==> src/rtl/sync_reader_pkg.sv <==
// Shared types and constants for the sync_reader block.
// Latency: n/a (declarations only).
// Backpressure: n/a.
package sync_reader_pkg;

  // Width of the burst exponent carried on CTRL_log_length / SM_log_length.
  localparam int SM_LOG_LENGTH_WIDTH = 5;

  typedef enum logic [2:0] {
    ST_IDLE,
    ST_REQ,
    ST_LATCH,
    ST_ADDR,
    ST_DATA,
    ST_OUT
  } state_e;

  // Byte step between consecutive ring words (BYTES_PER_WORD = DATA_WIDTH/8).
  function automatic int bytes_per_word(input int data_width);
    return data_width / 8;
  endfunction

endpackage

==> src/rtl/sync_reader_addr_gen.sv <==
// Ring-buffer read address generator: captures start offset, steps one word, wraps at ring size.
// Latency: address valid the cycle after load/step.
// Backpressure: none; it only moves when the FSM pulses load or step.
// Ports: sys_aclk/sys_reset (sync active-high), load (capture sm_address),
//        step (advance one word), sm_address (byte offset in), addr (BUF_BASE + offset out).
module sync_reader_addr_gen #(
  parameter int MM_ADDR_WIDTH = 32,
  parameter int DATA_WIDTH    = 32,
  parameter int BUF_BASE      = 0,
  parameter int BUF_LOG_SIZE  = 10
) (
  input  logic                     sys_aclk,
  input  logic                     sys_reset,
  input  logic                     load,
  input  logic                     step,
  input  logic [MM_ADDR_WIDTH-1:0] sm_address,
  output logic [MM_ADDR_WIDTH-1:0] addr
);
  import sync_reader_pkg::*;

  localparam int BYTES_PER_WORD = bytes_per_word(DATA_WIDTH);
  // Offset register spans exactly the ring in bytes, so truncation is the modulo.
  localparam int OFF_W = BUF_LOG_SIZE + $clog2(BYTES_PER_WORD);
  localparam logic [MM_ADDR_WIDTH-1:0] BASE = MM_ADDR_WIDTH'(BUF_BASE);
  localparam logic [OFF_W-1:0] STEP = OFF_W'(BYTES_PER_WORD);

  logic [OFF_W-1:0] offset_q, offset_d;
  logic             unused_addr_hi;

  assign unused_addr_hi = ^sm_address[MM_ADDR_WIDTH-1:OFF_W];

  always_comb begin
    offset_d = offset_q;
    if (load) begin
      offset_d = sm_address[OFF_W-1:0];
    end else if (step) begin
      // Natural overflow of the OFF_W-bit add wraps the last ring word back to 0.
      offset_d = offset_q + STEP;
    end
  end

  always_ff @(posedge sys_aclk) begin
    if (sys_reset) begin
      offset_q <= '0;
    end else begin
      offset_q <= offset_d;
    end
  end

  assign addr = BASE + MM_ADDR_WIDTH'(offset_q);

endmodule

==> src/rtl/sync_reader.sv <==
// Consumer of the sync-manager handshake: requests a burst, reads 2^len ring words, streams them on AXIS.
// Latency: first word on M_AXIS 5 cycles after CTRL_start with zero-wait memory; then one word per 3 cycles.
// Backpressure: one read outstanding; arvalid/tvalid held with stable payload until arready/tready.
// Ports: SYS_aclk, SYS_reset (sync active-high); CTRL_start/log_length/busy/error;
//        SM_request/log_length/address (sync_manager); MEM_ar*/r* (read port); M_AXIS_t* (stream out).
// Optional: define SYNC_READER_TIMEOUT_EN to enable the ADDR/DATA watchdog (TIMEOUT_CYCLES).
module sync_reader #(
  parameter int MM_ADDR_WIDTH  = 32,
  parameter int DATA_WIDTH     = 32,
  parameter int BUF_BASE       = 0,
  parameter int BUF_LOG_SIZE   = 10,
  parameter int TIMEOUT_CYCLES = 1024
) (
  input  logic                     SYS_aclk,
  input  logic                     SYS_reset,
  input  logic                     CTRL_start,
  input  logic [4:0]               CTRL_log_length,
  output logic                     CTRL_busy,
  output logic                     CTRL_error,
  output logic                     SM_request,
  output logic [4:0]               SM_log_length,
  input  logic [MM_ADDR_WIDTH-1:0] SM_address,
  output logic [MM_ADDR_WIDTH-1:0] MEM_araddr,
  output logic                     MEM_arvalid,
  input  logic                     MEM_arready,
  input  logic [DATA_WIDTH-1:0]    MEM_rdata,
  input  logic                     MEM_rvalid,
  output logic                     MEM_rready,
  output logic [DATA_WIDTH-1:0]    M_AXIS_tdata,
  output logic                     M_AXIS_tvalid,
  input  logic                     M_AXIS_tready,
  output logic                     M_AXIS_tlast
);
  import sync_reader_pkg::*;

  localparam logic [SM_LOG_LENGTH_WIDTH-1:0] MAX_LEN = SM_LOG_LENGTH_WIDTH'(BUF_LOG_SIZE);
  localparam int CNT_W = BUF_LOG_SIZE + 1;

  state_e                         state_q, state_d;
  logic                           busy_q, busy_d;
  logic                           sm_request_q, sm_request_d;
  logic [SM_LOG_LENGTH_WIDTH-1:0] len_q, len_d;
  logic [CNT_W-1:0]               cnt_q, cnt_d;
  logic                           arvalid_q, arvalid_d;
  logic                           rready_q, rready_d;
  logic                           tvalid_q, tvalid_d;
  logic                           tlast_q, tlast_d;
  logic [DATA_WIDTH-1:0]          tdata_q, tdata_d;
  logic [CNT_W-1:0]               last_idx;
  logic                           ag_load, ag_step;
  logic [MM_ADDR_WIDTH-1:0]       ag_addr;

`ifdef SYNC_READER_TIMEOUT_EN
  localparam int WD_W = $clog2(TIMEOUT_CYCLES + 1);
  localparam logic [WD_W-1:0] WD_LIMIT = WD_W'(TIMEOUT_CYCLES - 1);
  logic            error_q, error_d;
  logic [WD_W-1:0] wd_q, wd_d;
`else
  logic            unused_timeout;
  assign unused_timeout = (TIMEOUT_CYCLES != 0);
`endif

  // Index of the final word of the burst: 2^len - 1.
  assign last_idx = (CNT_W'(1) << len_q) - CNT_W'(1);

  always_comb begin
    state_d      = state_q;
    busy_d       = busy_q;
    sm_request_d = sm_request_q;
    len_d        = len_q;
    cnt_d        = cnt_q;
    arvalid_d    = arvalid_q;
    rready_d     = rready_q;
    tvalid_d     = tvalid_q;
    tlast_d      = tlast_q;
    tdata_d      = tdata_q;
    ag_load      = 1'b0;
    ag_step      = 1'b0;
`ifdef SYNC_READER_TIMEOUT_EN
    error_d      = error_q;
    wd_d         = '0;
`endif

    case (state_q)
      ST_IDLE: begin
        if (CTRL_start) begin
          len_d        = (CTRL_log_length > MAX_LEN) ? MAX_LEN : CTRL_log_length;
          cnt_d        = '0;
          busy_d       = 1'b1;
          sm_request_d = 1'b1;
`ifdef SYNC_READER_TIMEOUT_EN
          error_d      = 1'b0;
`endif
          state_d      = ST_REQ;
        end
      end
      ST_REQ: begin
        sm_request_d = 1'b0;
        state_d      = ST_LATCH;
      end
      ST_LATCH: begin
        // sync_manager answers one cycle after the request pulse.
        ag_load   = 1'b1;
        arvalid_d = 1'b1;
        state_d   = ST_ADDR;
      end
      ST_ADDR: begin
        if (MEM_arready) begin
          arvalid_d = 1'b0;
          rready_d  = 1'b1;
          state_d   = ST_DATA;
        end
      end
      ST_DATA: begin
        if (MEM_rvalid) begin
          rready_d = 1'b0;
          tdata_d  = MEM_rdata;
          tvalid_d = 1'b1;
          tlast_d  = (cnt_q == last_idx);
          state_d  = ST_OUT;
        end
      end
      ST_OUT: begin
        if (M_AXIS_tready) begin
          tvalid_d = 1'b0;
          tlast_d  = 1'b0;
          if (tlast_q) begin
            busy_d  = 1'b0;
            state_d = ST_IDLE;
          end else begin
            cnt_d     = cnt_q + CNT_W'(1);
            ag_step   = 1'b1;
            arvalid_d = 1'b1;
            state_d   = ST_ADDR;
          end
        end
      end
      default: state_d = ST_IDLE;
    endcase

`ifdef SYNC_READER_TIMEOUT_EN
    // Watchdog counts only while waiting on the memory; any handshake rearms it.
    if ((state_q == ST_ADDR && !MEM_arready) || (state_q == ST_DATA && !MEM_rvalid)) begin
      if (wd_q == WD_LIMIT) begin
        error_d   = 1'b1;
        arvalid_d = 1'b0;
        rready_d  = 1'b0;
        busy_d    = 1'b0;
        state_d   = ST_IDLE;
      end else begin
        wd_d = wd_q + WD_W'(1);
      end
    end
`endif
  end

  always_ff @(posedge SYS_aclk) begin
    if (SYS_reset) begin
      state_q      <= ST_IDLE;
      busy_q       <= 1'b0;
      sm_request_q <= 1'b0;
      len_q        <= '0;
      cnt_q        <= '0;
      arvalid_q    <= 1'b0;
      rready_q     <= 1'b0;
      tvalid_q     <= 1'b0;
      tlast_q      <= 1'b0;
      tdata_q      <= '0;
`ifdef SYNC_READER_TIMEOUT_EN
      error_q      <= 1'b0;
      wd_q         <= '0;
`endif
    end else begin
      state_q      <= state_d;
      busy_q       <= busy_d;
      sm_request_q <= sm_request_d;
      len_q        <= len_d;
      cnt_q        <= cnt_d;
      arvalid_q    <= arvalid_d;
      rready_q     <= rready_d;
      tvalid_q     <= tvalid_d;
      tlast_q      <= tlast_d;
      tdata_q      <= tdata_d;
`ifdef SYNC_READER_TIMEOUT_EN
      error_q      <= error_d;
      wd_q         <= wd_d;
`endif
    end
  end

  sync_reader_addr_gen #(
    .MM_ADDR_WIDTH(MM_ADDR_WIDTH),
    .DATA_WIDTH   (DATA_WIDTH),
    .BUF_BASE     (BUF_BASE),
    .BUF_LOG_SIZE (BUF_LOG_SIZE)
  ) u_addr_gen (
    .sys_aclk  (SYS_aclk),
    .sys_reset (SYS_reset),
    .load      (ag_load),
    .step      (ag_step),
    .sm_address(SM_address),
    .addr      (ag_addr)
  );

  // Address bus reads 0 whenever no request is presented, including right after reset.
  assign MEM_araddr    = arvalid_q ? ag_addr : '0;
  assign MEM_arvalid   = arvalid_q;
  assign MEM_rready    = rready_q;
  assign M_AXIS_tdata  = tdata_q;
  assign M_AXIS_tvalid = tvalid_q;
  assign M_AXIS_tlast  = tlast_q;
  assign CTRL_busy     = busy_q;
  assign SM_request    = sm_request_q;
  assign SM_log_length = len_q;
`ifdef SYNC_READER_TIMEOUT_EN
  assign CTRL_error    = error_q;
`else
  assign CTRL_error    = 1'b0;
`endif

endmodule

==> config.mk <==
export PLATFORM = sky130hd
export DESIGN_NAME = sync_reader
export DESIGN_NICKNAME = d
export VERILOG_FILES = /design/src/rtl/sync_reader_pkg.sv /design/src/rtl/sync_reader_addr_gen.sv /design/src/rtl/sync_reader.sv
export SDC_FILE = /design/constraint.sdc
export NUM_CORES = 1
export LEC_CHECK = 0
export ABC_AREA = 1
export CAP_MARGIN = 20
export CORE_ASPECT_RATIO = 1.25
export CORE_MARGIN = 10
export CORE_UTILIZATION = 43
export DETAILED_ROUTE_END_ITERATION = 8
export PLACE_DENSITY = 0.93
export SLEW_MARGIN = 20
export SYNTH_ARGS = -nofsm -noshare
export SYNTH_HDL_FRONTEND = slang
export SYNTH_SLANG_ARGS = --single-unit
==> constraint.sdc <==
create_clock -name SYS_aclk -period 2.5 [get_ports SYS_aclk]
set_clock_uncertainty 0.1 [all_clocks]
set_input_delay 0.375 -clock SYS_aclk [delete_from_list [all_inputs] [get_ports SYS_aclk]]
set_output_delay 0.375 -clock SYS_aclk [all_outputs]
set_load 0.02 [all_outputs]
==> impl_metrics.env <==
export IMPL_clk_latency_ps=340
export IMPL_finalSetupTns_ps=0
export IMPL_drtIter0Drc=425
export IMPL_grt_pass1_vias=3848
export IMPL_io_buffers=109
export IMPL_worstSetupEndpointType="output port"
export IMPL_critPathMaxFanout=14
export IMPL_synth_area_leader_cell="dfxtp_1"
export IMPL_netlist_area_mm2=0.00359
export IMPL_synth_enable_flop_cells=0
export IMPL_vdd_drop_max_v=0.000480
export IMPL_synthCells=545
export IMPL_clkTransAtPathRegs_ps=80
export IMPL_synth_avg_cell_area_um2=6.59
export IMPL_yosysTopAreaCellShare=0.384
export IMPL_setup_viol=0
export IMPL_cts_root_buf="clkbuf_8"
export IMPL_vias_per_cell=5.20
export IMPL_wl_per_cell_um=15.0
export IMPL_cp_slowest_cell="dfxtp_1"
export IMPL_drtAntennaViolNets=0
export IMPL_slew_violations=0
export IMPL_tightest_slew_ps=578
export IMPL_path_cells="nand2_1 -> inv_1 -> clkdlybuf4s50_1"
export IMPL_p_sw_frac=0.422
export IMPL_die_x_um=102
export IMPL_power_density_mw_per_mm2=855
export IMPL_synth_seq_area_share=0.384
export IMPL_nets=731
export IMPL_finalCritPeriodShare=0.913
export IMPL_synthFlopType="dfxtp_1"
export IMPL_cts_resized=0
export IMPL_numCtsBuffers=9
export IMPL_grt_ovfl_total=0
export IMPL_dieArea_mm2=0.0124
export IMPL_use_met1=0.174
export IMPL_ys_ff_latch=69
export IMPL_rsz0062_at_grt="false"
export IMPL_drv_cap=0
export IMPL_core_mm2=0.00819
export IMPL_status="finished clean"
export IMPL_row_count=37
export IMPL_synthTopCellsByArea="dfxtp_1 (38%), nor2_1 (12%), nand2_1 (10%), o21ai_0 (7.4%), inv_1 (5.6%)"
export IMPL_totalWireLength_mm=11.3
export IMPL_period_needed_ps=2280
export IMPL_grt_busiest_layer="met2"
export IMPL_fin_util=0.597
export IMPL_critPathKind="reg2out"
export IMPL_dr_pass1_iters=8
export IMPL_hold_buffers=0
export IMPL_p_int_w=0.00242
export IMPL_yosys_cell_types_count=35
export IMPL_cts_setup_buffers=0
export IMPL_cp_required_ps=2030
export IMPL_drive_above_1_share=0.0669
export IMPL_clk_path_buf_depth=2
export IMPL_diodes=0
export IMPL_fin_cells=755
export IMPL_p_comb_frac=0.432
export IMPL_finalHoldViolCount=0
export IMPL_detailed_place_hpwl_mm=8.61
export IMPL_async_flop_share=0
export IMPL_io_pins=151
export IMPL_seq_power_share=0.348
export IMPL_leakage_nw=2.15
export IMPL_slew_headroom=0.614
export IMPL_dp_cells=739
export IMPL_vias=3926
export IMPL_htree_num_levels=3
export IMPL_p_clk_frac=0.219
export IMPL_start_util=0.439
export IMPL_syn2layout_area_growth_pct=36.1
export IMPL_crit_arrival_ps=1810
export IMPL_grt_use_met3=0.0900
export IMPL_worst_hold_path_type="reg2reg"
export IMPL_grt_total_usage=0.178
export IMPL_grt_max_degree=36
export IMPL_clock_sinks=69
export IMPL_drc=0
export IMPL_power_switching_w=0.00177
export IMPL_yosys_warnings=0
export IMPL_max_stage_delay_ps=640
export IMPL_die_h_um=122
export IMPL_gp_congestion=0.951
export IMPL_tritoncts="done"
export IMPL_grt_use_met2=0.321
export IMPL_antenna_found_initial=0
export IMPL_grt_pass1_wl_mm=18.0
export IMPL_cp_start_kind="flop"
export IMPL_clock_fmax_mhz=438
==> logic make-up after synthesis <==
family                     after synthesis  synth area share
and+or+nand+nor                        266             0.310
AOI/OAI and AO/OA                       99             0.149
DFF                                     69             0.384
other                                    1           0.00104
adders and majority gates                3            0.0104
buffers and inverters                  102             0.132
xor gates and xnor gates                 5            0.0122
==> layout by cell type, fill, tap and decap left out, drive strengths merged, types with 3 or more instances in the layout <==
master         Yosys  final
a31oi              3      3
nand3b             3      3
clkinv             1      5
clkbuf            15      9
nand3             28     28
xor2               4      4
conb               1     21
clkdlybuf4s50      0    109
buf               24      7
o21ai             56     56
a21oi             28     28
nand4              8      8
inv               62     63
dfxtp             69     69
a211oi             7      7
ha                 3      3
nor3               5      5
nand2            103    103
nor2             117    117
==> flip-flops by register name (all words and copies together), names as in the netlist <==
| register | cells |
|---|---|
| CTRL_busy | 1 |
| MEM_arvalid | 1 |
| MEM_rready | 1 |
| M_AXIS_tdata | 32 |
| M_AXIS_tlast | 1 |
| M_AXIS_tvalid | 1 |
| SM_log_length | 5 |
| SM_request | 1 |
| cnt_q | 11 |
| state_q | 3 |
| u_addr_gen.offset_q | 12 |
==> critical path, delay by kind of cell (launching register included) <==
family,cells,cell delay [ps]
buf+inv,2,690
simple gates,1,140
flops,1,640
==> layer usage <==
metal,share of wire,vias to the layer above
met5,0,-
met3,0.12,16
met1,0.35,1805
li1,-,1921
met4,0.011,0
met2,0.51,184
==> cells in the mapped netlist (all sizes together), types with 3 or more instances <==
library cell and n:
o21ai 56, dfxtp 69, nor2 117, a21oi 28, xor2 4, clkbuf 15
ha 3, inv 62, a211oi 7, buf 24, a31oi 3, nor3 5
nand4 8, nand3b 3, nand3 28, nand2 103
==> worst paths after layout <==
kind / slack [ps] / to / from / depth (start not counted)
min reg2reg: 360 / M_AXIS_tvalid$_SDFFE_PP0P_ / M_AXIS_tvalid$_SDFFE_PP0P_ / 2
max reg2reg: 330 / M_AXIS_tlast$_SDFFE_PP0P_ / SM_log_length[3]$_SDFFE_PP0P_ / 12
max: 220 / MEM_araddr[2] / MEM_arvalid$_SDFFE_PP0P_ / 3
min: 360 / M_AXIS_tvalid$_SDFFE_PP0P_ / M_AXIS_tvalid$_SDFFE_PP0P_ / 2
==> power by group through the flow <==
stage                     registers [W]  clock network [W]  logic, W
after detailed placement        0.00147                  0   0.00177
after floorplan                 0.00153                  0   0.00117
after global routing            0.00148           0.000973   0.00201
after CTS                       0.00145           0.000923   0.00178
after global placement          0.00146                  0   0.00171
final                           0.00146           0.000918   0.00181
==> through the flow <==
step	total power (W)	setup WS [ps]	cell area [µm²]	hold WS [ps]
floorplan	0.00270	543	3670	365
global route	0.00447	97.6	4890	390
CTS	0.00415	242	4890	366
global placement	0.00317	413	4690	349
detailed placement	0.00324	382	4690	359
finish	0.00418	217	4890	364
==> layout make-up <==
class | count | area (µm²)
timing repair buffer | 116 | 1140
fill | 697 | 3300
sequential | 69 | 1380
multi-input combinational | 394 | 1810
clock buffer | 9 | 124
tap | 97 | 121
clock inverter | 7 | 73.8
inverter | 63 | 236
(Power assumes the default switching activity.)
==> variant: new RTL, config.mk and constraints unchanged <==
`BUF_LOG_SIZE` is set to 10 in 2 places; all go to 11.
--- a/src/rtl/sync_reader_addr_gen.sv
+++ b/src/rtl/sync_reader_addr_gen.sv
@@ -8,5 +8,5 @@
   parameter int DATA_WIDTH    = 32,
   parameter int BUF_BASE      = 0,
-  parameter int BUF_LOG_SIZE  = 10
+  parameter int BUF_LOG_SIZE  = 11
 ) (
   input  logic                     sys_aclk,
--- a/src/rtl/sync_reader.sv
+++ b/src/rtl/sync_reader.sv
@@ -9,5 +9,5 @@
   parameter int DATA_WIDTH     = 32,
   parameter int BUF_BASE       = 0,
-  parameter int BUF_LOG_SIZE   = 10,
+  parameter int BUF_LOG_SIZE   = 11,
   parameter int TIMEOUT_CYCLES = 1024
 ) (
Check against the original RTL: not equivalent (Yosys sat finds a counterexample within 4 cycles, from zero or initial values and one cycle with SYS_reset high).
==> variant against the original RTL <==
Die area is 4.5% higher. Register-to-register slack hardly changed. Sequential cell count is 2 higher. Worst setup slack worse by 64 ps. Cell count is 5.3% higher. Synthesized area is 5.5% higher. Design area is 5.2% higher. Wire length is 1.6% higher. Total power is 17% lower. Critical path type unchanged. Critical endpoint is now MEM_araddr[10]. Largest power group is now sequential cells.
==> variant: results (changes against the original RTL) <==
[detailed_routing]
dr.first_iter.drc_count=334  ; was 425
met2WireLength_um=5598  ; was 5785 um
drt_first_pass_iters=5  ; was 8
routedLengthMet1_um=4355  ; was 4000 um
wl_met3_um=1300  ; was 1412 um
post_drt_wl_per_cell_um=14.46  ; was 14.99 um
vias=4035  ; was 3926

[placement]
portBuffers=111  ; was 109
place.gp.congestion=0.9094  ; was 0.9508
placement.cell_area_um2=4926  ; was 4695 um^2
dp_cells=779  ; was 739
post-place-ws_ps=345.8  ; was 381.8 ps

[critical_path]
rr_worst_depth=13  ; was 12
r2r_end=M_AXIS_tlast$_SDFFE_PP0P_  ; unchanged
slowest_delay_ps=670  ; was 640 ps
crit_path_max_fanout=15  ; was 14
critPathArrivalTime_ps=1870  ; was 1810 ps
r2r_start=SM_log_length[1]$_SDFFE_PP0P_  ; was SM_log_length[3]$_SDFFE_PP0P_

[sta]
tightest_slew_ps=568.8  ; was 578.2 ps
hold_slack_ps=372.4  ; was 364.3 ps

[finish]
drive_above_1_share_pct=6.222  ; was 6.687%
fill_cells=779  ; was 697
instances_no_fill=795  ; was 755

[synthesis]
synthAdderAreaFrac_pct=0.9901  ; was 1.045%
synth-xor-area-share_pct=1.155  ; was 1.219%
synth_compound_area_share_pct=13.50  ; was 14.94%
syn_inst=564  ; was 545
netlist-cell-type-count=38  ; was 35
ys_seq_area_share_pct=37.49  ; was 38.44%
synthTopCellsByArea=dfxtp_1, nor2_1, nand2_1  ; unchanged
synthTopCellsByCount=nor2_1, nand2_1, dfxtp_1  ; unchanged

[global_routing]
gr-usage-all-layers_pct=17.36  ; was 17.80%
use_met3_pct=8.119  ; was 9.003%
grt_pass1_wl_um=19110  ; was 18020 um
grtUsageMet2_pct=29.82  ; was 32.09%
grt_pass1_vias=4146  ; was 3848

[run_status]
status=completed  ; unchanged

[pwr]
cellLeakagePower_nw=2.211  ; was 2.154 nW
vdd_ir_drop_max_v=0.0003918  ; was 0.0004803 V

[cts]
ctsRootBufferMaster=clkbuf_8  ; unchanged
insertion_delay_ps=370  ; was 340 ps

[hold_path]
min_delay_worst_endpoint=MEM_rready$_SDFFE_PP0P_  ; was M_AXIS_tvalid$_SDFFE_PP0P_

==> variant: where the power goes <==
| part | internal, mW | switching [mW] |
|---|---|---|
| Combinational | 0.420 | 0.671 |
| Clock | 0.569 | 0.475 |
| Sequential | 1.23 | 0.115 |
| Total | 2.22 | 1.26 |
==> variant: worst max-delay path by stage <==
stage / to / slack, ps
final: MEM_araddr[10] / 150
after global placement: cnt_q[11]$_SDFFE_PP0P_ / 400
after CTS: MEM_araddr[10] / 160
after global routing: M_AXIS_tlast$_SDFFE_PP0P_ / 50
after detailed placement: cnt_q[5]$_SDFFE_PP0P_ / 350
after floorplan: M_AXIS_tlast$_SDFFE_PP0P_ / 520
==> variant: final cells by class <==
class / count / area, um^2 / share of cell area [%]
tap: 120 / 150.1 / 2.917
sequential: 71 / 1421 / 27.61
clock inverter: 6 / 93.84 / 1.823
multi-input combinational: 406 / 1934 / 37.58
clock buffer: 10 / 127.6 / 2.479
inverter: 65 / 251.5 / 4.886
timing repair buffer: 117 / 1169 / 22.70
